**config.mk**
```make
export PLATFORM = sky130hd
export DESIGN_NAME = alu2_issue_queue
export DESIGN_NICKNAME = d
export VERILOG_FILES = /design/src/rtl/alu2_issue_queue_pkg.sv /design/src/rtl/alu2_cmd_fifo.sv /design/src/rtl/alu2_issue_queue.sv
export SDC_FILE = /design/constraint.sdc
export NUM_CORES = 1
export LEC_CHECK = 0
export ABC_AREA = 1
export CAP_MARGIN = 20
export CORE_MARGIN = 3
export CORE_UTILIZATION = 45
export CTS_CLUSTER_DIAMETER = 40
export DETAILED_ROUTE_END_ITERATION = 16
export GPL_TIMING_DRIVEN = 0
export PLACE_DENSITY = 0.71
export SLEW_MARGIN = 20
export SYNTH_ARGS = -nofsm -noshare
export SYNTH_HDL_FRONTEND = slang
export SYNTH_SLANG_ARGS = --single-unit
```
**constraint.sdc**
```tcl
create_clock -name clk -period 1.8 [get_ports clk]
set_input_delay 0.18 -clock clk [delete_from_list [all_inputs] [get_ports clk]]
set_output_delay 0.18 -clock clk [all_outputs]
set_load 0.02 [all_outputs]
```
**src/rtl/alu2_issue_queue_pkg.sv**
```systemverilog
`default_nettype none
// ============================================================================
// Module  : alu2_issue_queue_pkg
// Purpose : Op codes, FSM states and command packing for the ALU2 issue queue
// Rev     : 1.0  initial release
// ============================================================================
package alu2_issue_queue_pkg;

  localparam logic [1:0] OP_SRA = 2'b00;
  localparam logic [1:0] OP_SRL = 2'b01;
  localparam logic [1:0] OP_SUB = 2'b10;
  localparam logic [1:0] OP_ADD = 2'b11;

  typedef enum logic [1:0] {
    IDLE  = 2'd0,
    ISSUE = 2'd1,
    HOLD  = 2'd2
  } state_t;

  // FIFO entry layout: {op[11:10], c[9:8], b[7:4], a[3:0]}
  typedef struct packed {
    logic [1:0] op;
    logic [1:0] c;
    logic [3:0] b;
    logic [3:0] a;
  } cmd_t;

  function automatic cmd_t pack_cmd(input logic [1:0] op, input logic [1:0] c,
                                    input logic [3:0] b,  input logic [3:0] a);
    cmd_t w_cmd;
    w_cmd.op = op;
    w_cmd.c  = c;
    w_cmd.b  = b;
    w_cmd.a  = a;
    return w_cmd;
  endfunction

endpackage
`default_nettype wire

```
**src/rtl/alu2_cmd_fifo.sv**
```systemverilog
`default_nettype none
// ============================================================================
// Module  : alu2_cmd_fifo
// Purpose : DEPTH-entry synchronous command FIFO with full/empty/count status
// Rev     : 1.0  initial release
// ============================================================================
module alu2_cmd_fifo
  import alu2_issue_queue_pkg::*;
#(
  parameter int DEPTH = 4
) (
  input  logic                       clk,
  input  logic                       reset,
  input  logic                       i_push,
  input  cmd_t                       i_data,
  input  logic                       i_pop,
  output cmd_t                       o_head,
  output logic                       o_full,
  output logic                       o_empty,
  output logic [$clog2(DEPTH):0]     o_count
);

  localparam int PTR_W    = $clog2(DEPTH);
  localparam int CNT_BITS = PTR_W + 1;
  localparam logic [CNT_BITS-1:0] c_DEPTH   = CNT_BITS'(DEPTH);
  localparam logic [CNT_BITS-1:0] c_CNT_ONE = CNT_BITS'(1);
  localparam logic [PTR_W-1:0]    c_PTR_ONE = PTR_W'(1);

  cmd_t                r_mem [DEPTH];
  logic [PTR_W-1:0]    r_wr_ptr;
  logic [PTR_W-1:0]    r_rd_ptr;
  logic [CNT_BITS-1:0] r_count;
  logic                w_do_push;
  logic                w_do_pop;

  assign o_full    = (r_count == c_DEPTH);
  assign o_empty   = (r_count == '0);
  assign o_count   = r_count;
  assign o_head    = r_mem[r_rd_ptr];
  assign w_do_push = i_push && !o_full;
  assign w_do_pop  = i_pop && !o_empty;

  // Pointers wrap for free because DEPTH is a power of two
  always_ff @(posedge clk) begin
    if (reset) begin
      r_wr_ptr <= '0;
      r_rd_ptr <= '0;
      r_count  <= '0;
    end else begin
      if (w_do_push) r_wr_ptr <= r_wr_ptr + c_PTR_ONE;
      if (w_do_pop)  r_rd_ptr <= r_rd_ptr + c_PTR_ONE;
      case ({w_do_push, w_do_pop})
        2'b10:   r_count <= r_count + c_CNT_ONE;
        2'b01:   r_count <= r_count - c_CNT_ONE;
        default: r_count <= r_count;
      endcase
    end
  end

  always_ff @(posedge clk) begin
    if (w_do_push) r_mem[r_wr_ptr] <= i_data;
  end

endmodule
`default_nettype wire

```
**src/rtl/alu2_issue_queue.sv**
```systemverilog
`default_nettype none
// ============================================================================
// Module  : alu2_issue_queue
// Purpose : Buffers ALU2 commands, issues one at a time, registers the answer
// Rev     : 1.0  initial release
// ============================================================================
module alu2_issue_queue
  import alu2_issue_queue_pkg::*;
#(
  parameter int DEPTH = 4,
  parameter int CNT_W = 8
) (
  input  logic             clk,
  input  logic             reset,
  input  logic             cmd_valid,
  output logic             cmd_ready,
  input  logic [1:0]       cmd_op,
  input  logic [3:0]       cmd_a,
  input  logic [3:0]       cmd_b,
  input  logic [1:0]       cmd_c,
  output logic [3:0]       alu_inA,
  output logic [3:0]       alu_inB,
  output logic [1:0]       alu_inC,
  output logic [1:0]       alu_op,
  input  logic [3:0]       alu_ans,
  output logic             res_valid,
  input  logic             res_ready,
  output logic [3:0]       res_data,
  output logic [1:0]       res_op,
  output logic [CNT_W-1:0] done_cnt
);

  localparam logic [CNT_W-1:0] c_DONE_ONE = CNT_W'(1);

  state_t                 r_state;
  state_t                 w_next;
  cmd_t                   w_wdata;
  cmd_t                   w_head;
  logic                   w_full;
  logic                   w_empty;
  logic                   w_push;
  logic                   w_pop;
  logic [$clog2(DEPTH):0] w_count;

  assign w_wdata   = pack_cmd(cmd_op, cmd_c, cmd_b, cmd_a);
  assign cmd_ready = !w_full;
  assign w_push    = cmd_valid && cmd_ready;
  assign w_pop     = (r_state == ISSUE);

  alu2_cmd_fifo #(
    .DEPTH (DEPTH)
  ) u_fifo (
    .clk     (clk),
    .reset   (reset),
    .i_push  (w_push),
    .i_data  (w_wdata),
    .i_pop   (w_pop),
    .o_head  (w_head),
    .o_full  (w_full),
    .o_empty (w_empty),
    .o_count (w_count)
  );

  always_ff @(posedge clk) begin
    if (reset) r_state <= IDLE;
    else       r_state <= w_next;
  end

  always_comb begin
    w_next  = r_state;
    alu_inA = '0;
    alu_inB = '0;
    alu_inC = '0;
    alu_op  = '0;
    case (r_state)
      IDLE: begin
        if (w_count != '0) w_next = ISSUE;
      end
      ISSUE: begin
        alu_inA = w_head.a;
        alu_inB = w_head.b;
        alu_inC = w_head.c;
        alu_op  = w_head.op;
        w_next  = HOLD;
      end
      HOLD: begin
        // A push landing on this same edge counts toward the next issue
        if (res_ready) w_next = (!w_empty || w_push) ? ISSUE : IDLE;
      end
      default: w_next = IDLE;
    endcase
  end

  always_ff @(posedge clk) begin
    if (reset) begin
      res_valid <= 1'b0;
      res_data  <= '0;
      res_op    <= '0;
      done_cnt  <= '0;
    end else if (r_state == ISSUE) begin
      res_valid <= 1'b1;
      res_data  <= alu_ans;
      res_op    <= w_head.op;
    end else if ((r_state == HOLD) && res_ready) begin
      res_valid <= 1'b0;
      done_cnt  <= done_cnt + c_DONE_ONE;
    end
  end

endmodule
`default_nettype wire
```
==> results by group <==
Status
  • Status: finished, final reports clean

Clock tree
  • Cts bufs inserted: 9
  • Sink Count: 74
  • Clk slew on worst S/H paths: 0.07 ns
  • Clk buf depth: 2
  • CTS Root Cell: clkbuf_8
  • H-tree depth: 3
  • Clock Latency Late Sink: approximately 0.34 ns
  • CTS tree: yes
  • Cts hold-fix bufs: 0

Synth
  • Sequential area share after synthesis: about 64%
  • Syn avg cell area: 10.1 um^2
  • Mapped Area: between 3000 and 4000 um^2
  • Syn Nets: approximately 330
  • Cells after synthesis: ~300
  • Distinct cells, synth: 22
  • #FFs+latches synth: 74
  • Yosys warnings: 0

STA
  • Worst Clk Skew: roughly 0.010 ns
  • Slew margin rel.: between 50% and 60%
  • RSZ-0062 raised after global routing: true
  • Final setup fails: 0
  • Hold_ws: 0.130 ns
  • Max Clk Rate: approximately 580 MHz
  • Tcrit/Tclk final: a little over nine tenths
  • Final critical-path required period: 1.72 ns
  • Fin. Hold Viols: 0
  • Fin. max-slew vios: 0
  • Final setup TNS: 0 ns
  • Worst-Margin Slew: 0.718 ns

Detailed routing
  • Vias per inst: just under 5
  • WL per Instance: around 14 um
  • Final wirelength: 6.22 mm
  • Via Count: 2192
  • Post-route antenna net violation count: 0
  • Iter 0 DRT Violations: approximately 110
  • Residual DRC: 0
  • 1st-pass router iterations: 4

Floorplanning
  • Die area: approximately 8000 um^2
  • Die width: 88.2 um
  • Num rows: 29
  • Initial core utilization: ~47%
  • # IOs: 48
  • Die height: between 80 and 90 um
  • Core footprint: around 6500 um^2

Placement
  • Port Buffers: 46
  • GP Congestion: between 0.7 and 0.8
  • Placed insts: 424
  • DP HPWL: a little over 4 mm

Power
  • Worst vdd ir: between 0.0006 and 0.0007 V
  • Pwr dens: 1140 nW/um^2
  • Total power: ~4.4 mW
  • Leakage power: about 1.5 nW

Critical path
  • CP required: about 1.6 ns
  • Startpoint Class: register
  • Crit end category: output port
  • Critical Path AT: 1.54 ns
  • Critical path class: register to output port
  • Crit-path max FO: 10

Final layout
  • Final Core Density: 59.3%
  • Area grow syn2layout: 25.9%
  • Area of the multi-input gates: slightly above 900 um^2
  • Fill cells: between 500 and 600
  • Share of cells above drive strength 1: 16.2%
  • Final std cells w/o fill: roughly 440
  • Nets: a little under 400
  • Register area: roughly 2000 um^2
  • N_diodes: 0

GRT
  • Vias in the first global route: between 2000 and 2500
  • First-pass GRT wire length: between 9 and 10 mm
  • GR Overflow Total: 0
  • Initial antenna violation count: 0
  • Largest net degree at the start of global routing: 19
  • GR Util All Layers: ~17%

Job
  • Max-Cap Viols: 0

Min path
  • HP Class: input pin to register
==> flip-flops by register name (all words and copies together), names as in the netlist, named ones only <==
register and cells:
u_fifo.o_count 3, res_op 2, u_fifo.r_wr_ptr 2, res_data 4, u_fifo.r_rd_ptr 2, done_cnt 8
r_state 2, res_valid 1, u_fifo.r_mem 48
==> synth_stat cells <==
cell	instances	area share [%]
a21oi_1	27	4.4
buf_1	1	0.12
buf_2	6	0.99
clkbuf_1	1	0.12
clkbuf_2	2	0.33
dfxtp_1	26	17
edfxtp_1	48	47
fa_1	1	0.66
ha_1	6	2.5
inv_1	36	4.4
inv_2	1	0.12
nand2_1	31	3.8
nand3_1	10	1.6
nand3_2	1	0.33
nand3_4	1	0.58
nand3b_1	1	0.25
nand4_1	3	0.62
nor2_1	62	7.6
nor2_4	2	0.74
o21a_1	1	0.25
o21ai_0	31	5.1
xor2_1	3	0.86
==> layer usage <==
| layer | track usage [%] | part of all wire, % | wire length [um] | up-vias |
|---|---|---|---|---|
| met3 | 4.10 | 5.2 | 325 | 13 |
| met2 | 28.5 | 49 | 3040 | 60 |
| met1 | 20.7 | 44 | 2710 | 1002 |
| met5 | 0 | 0 | 0 | - |
| li1 | - | - | - | 1117 |
| met4 | 8.79 | 2.4 | 147 | 0 |
==> path summary, 6_finish.rpt <==
path / to / slack, ns / startpoint / cells after the start
setup / recovery: alu_inA[1] / 0.08 / register / 7
hold / removal: r_state[1] / 0.13 / reset / 2
setup reg to reg: u_fifo.o_count[2] / 0.10 / u_fifo.o_count[0] / 10
hold reg to reg: res_valid / 0.47 / res_valid / 2
==> cells in the final DEF, fill, tap and decap left out, drive strengths merged <==
| master | synthesis | final |
|---|---|---|
| nor2 | 64 | 64 |
| edfxtp | 48 | 48 |
| inv | 37 | 37 |
| clkdlybuf4s50 | 0 | 34 |
| nand2 | 31 | 31 |
| o21ai | 31 | 31 |
| a21oi | 27 | 27 |
| dfxtp | 26 | 26 |
| buf | 7 | 20 |
| clkbuf | 3 | 15 |
| nand3 | 12 | 12 |
| ha | 6 | 6 |
| clkinv | 0 | 4 |
| nand4 | 3 | 3 |
| xor2 | 3 | 3 |
| nand3b | 1 | 1 |
| o21a | 1 | 1 |
| fa | 1 | 1 |
==> through the flow <==
stage	worst slack, ns	cell area [um^2]
final	0.0754	3830
after floorplan	0.0164	3050
after global routing	-0.0354	3830
after global placement	-0.318	3610
after CTS	-0.119	3790
after detailed placement	-0.378	3610
==> logic make-up (layout without fill, tap and decap cells) <==
group,Yosys count,in the layout,synth area share (%)
AND/OR/NAND/NOR,111,111,15.6
flip-flops,74,74,64.5
AO/OA/AOI/OAI,59,59,9.79
buffers and inverters,47,110,6.13
adder cells (fa/ha/maj),7,7,3.12
XOR/XNOR,3,3,0.864
==> worst max-delay path, stage by stage (launching register included) <==
cell,delay (ns)
dfxtp_2,0.33
buf_8,0.14
buf_8,0.14
nor2_1,0.05
nor2_1,0.08
o21ai_0,0.08
a21oi_1,0.20
buf_4,0.18
==> power breakdown <==
group	switching, mW	internal [mW]	leakage [nW]
combinational	0.740	0.495	0.792
sequential	0.0832	1.99	0.655
clock	0.558	0.484	0.0827
==> area by class of cell <==
class                      instances  share of cell area (%)
buffer                             9                    2.52
clock buffer                      11                    3.43
multi-input combinational        180                    24.2
inverter                          37                    3.76
sequential                        74                    51.4
timing repair buffer              49                    11.7
clock inverter                     4                   0.523
tap                               77                    2.52
==> repair_timing <==
| item | 4_1_cts | 5_1_grt |
|---|---|---|
| pin swaps | 1 | 3 |
| gates resized for setup | 59 | 28 |
| cloned | 0 | 1 |
| setup buffers | 1 | 1 |
| endpoints found under the setup margin | 61 | 14 |
Power figures use the tool's default switching activity.
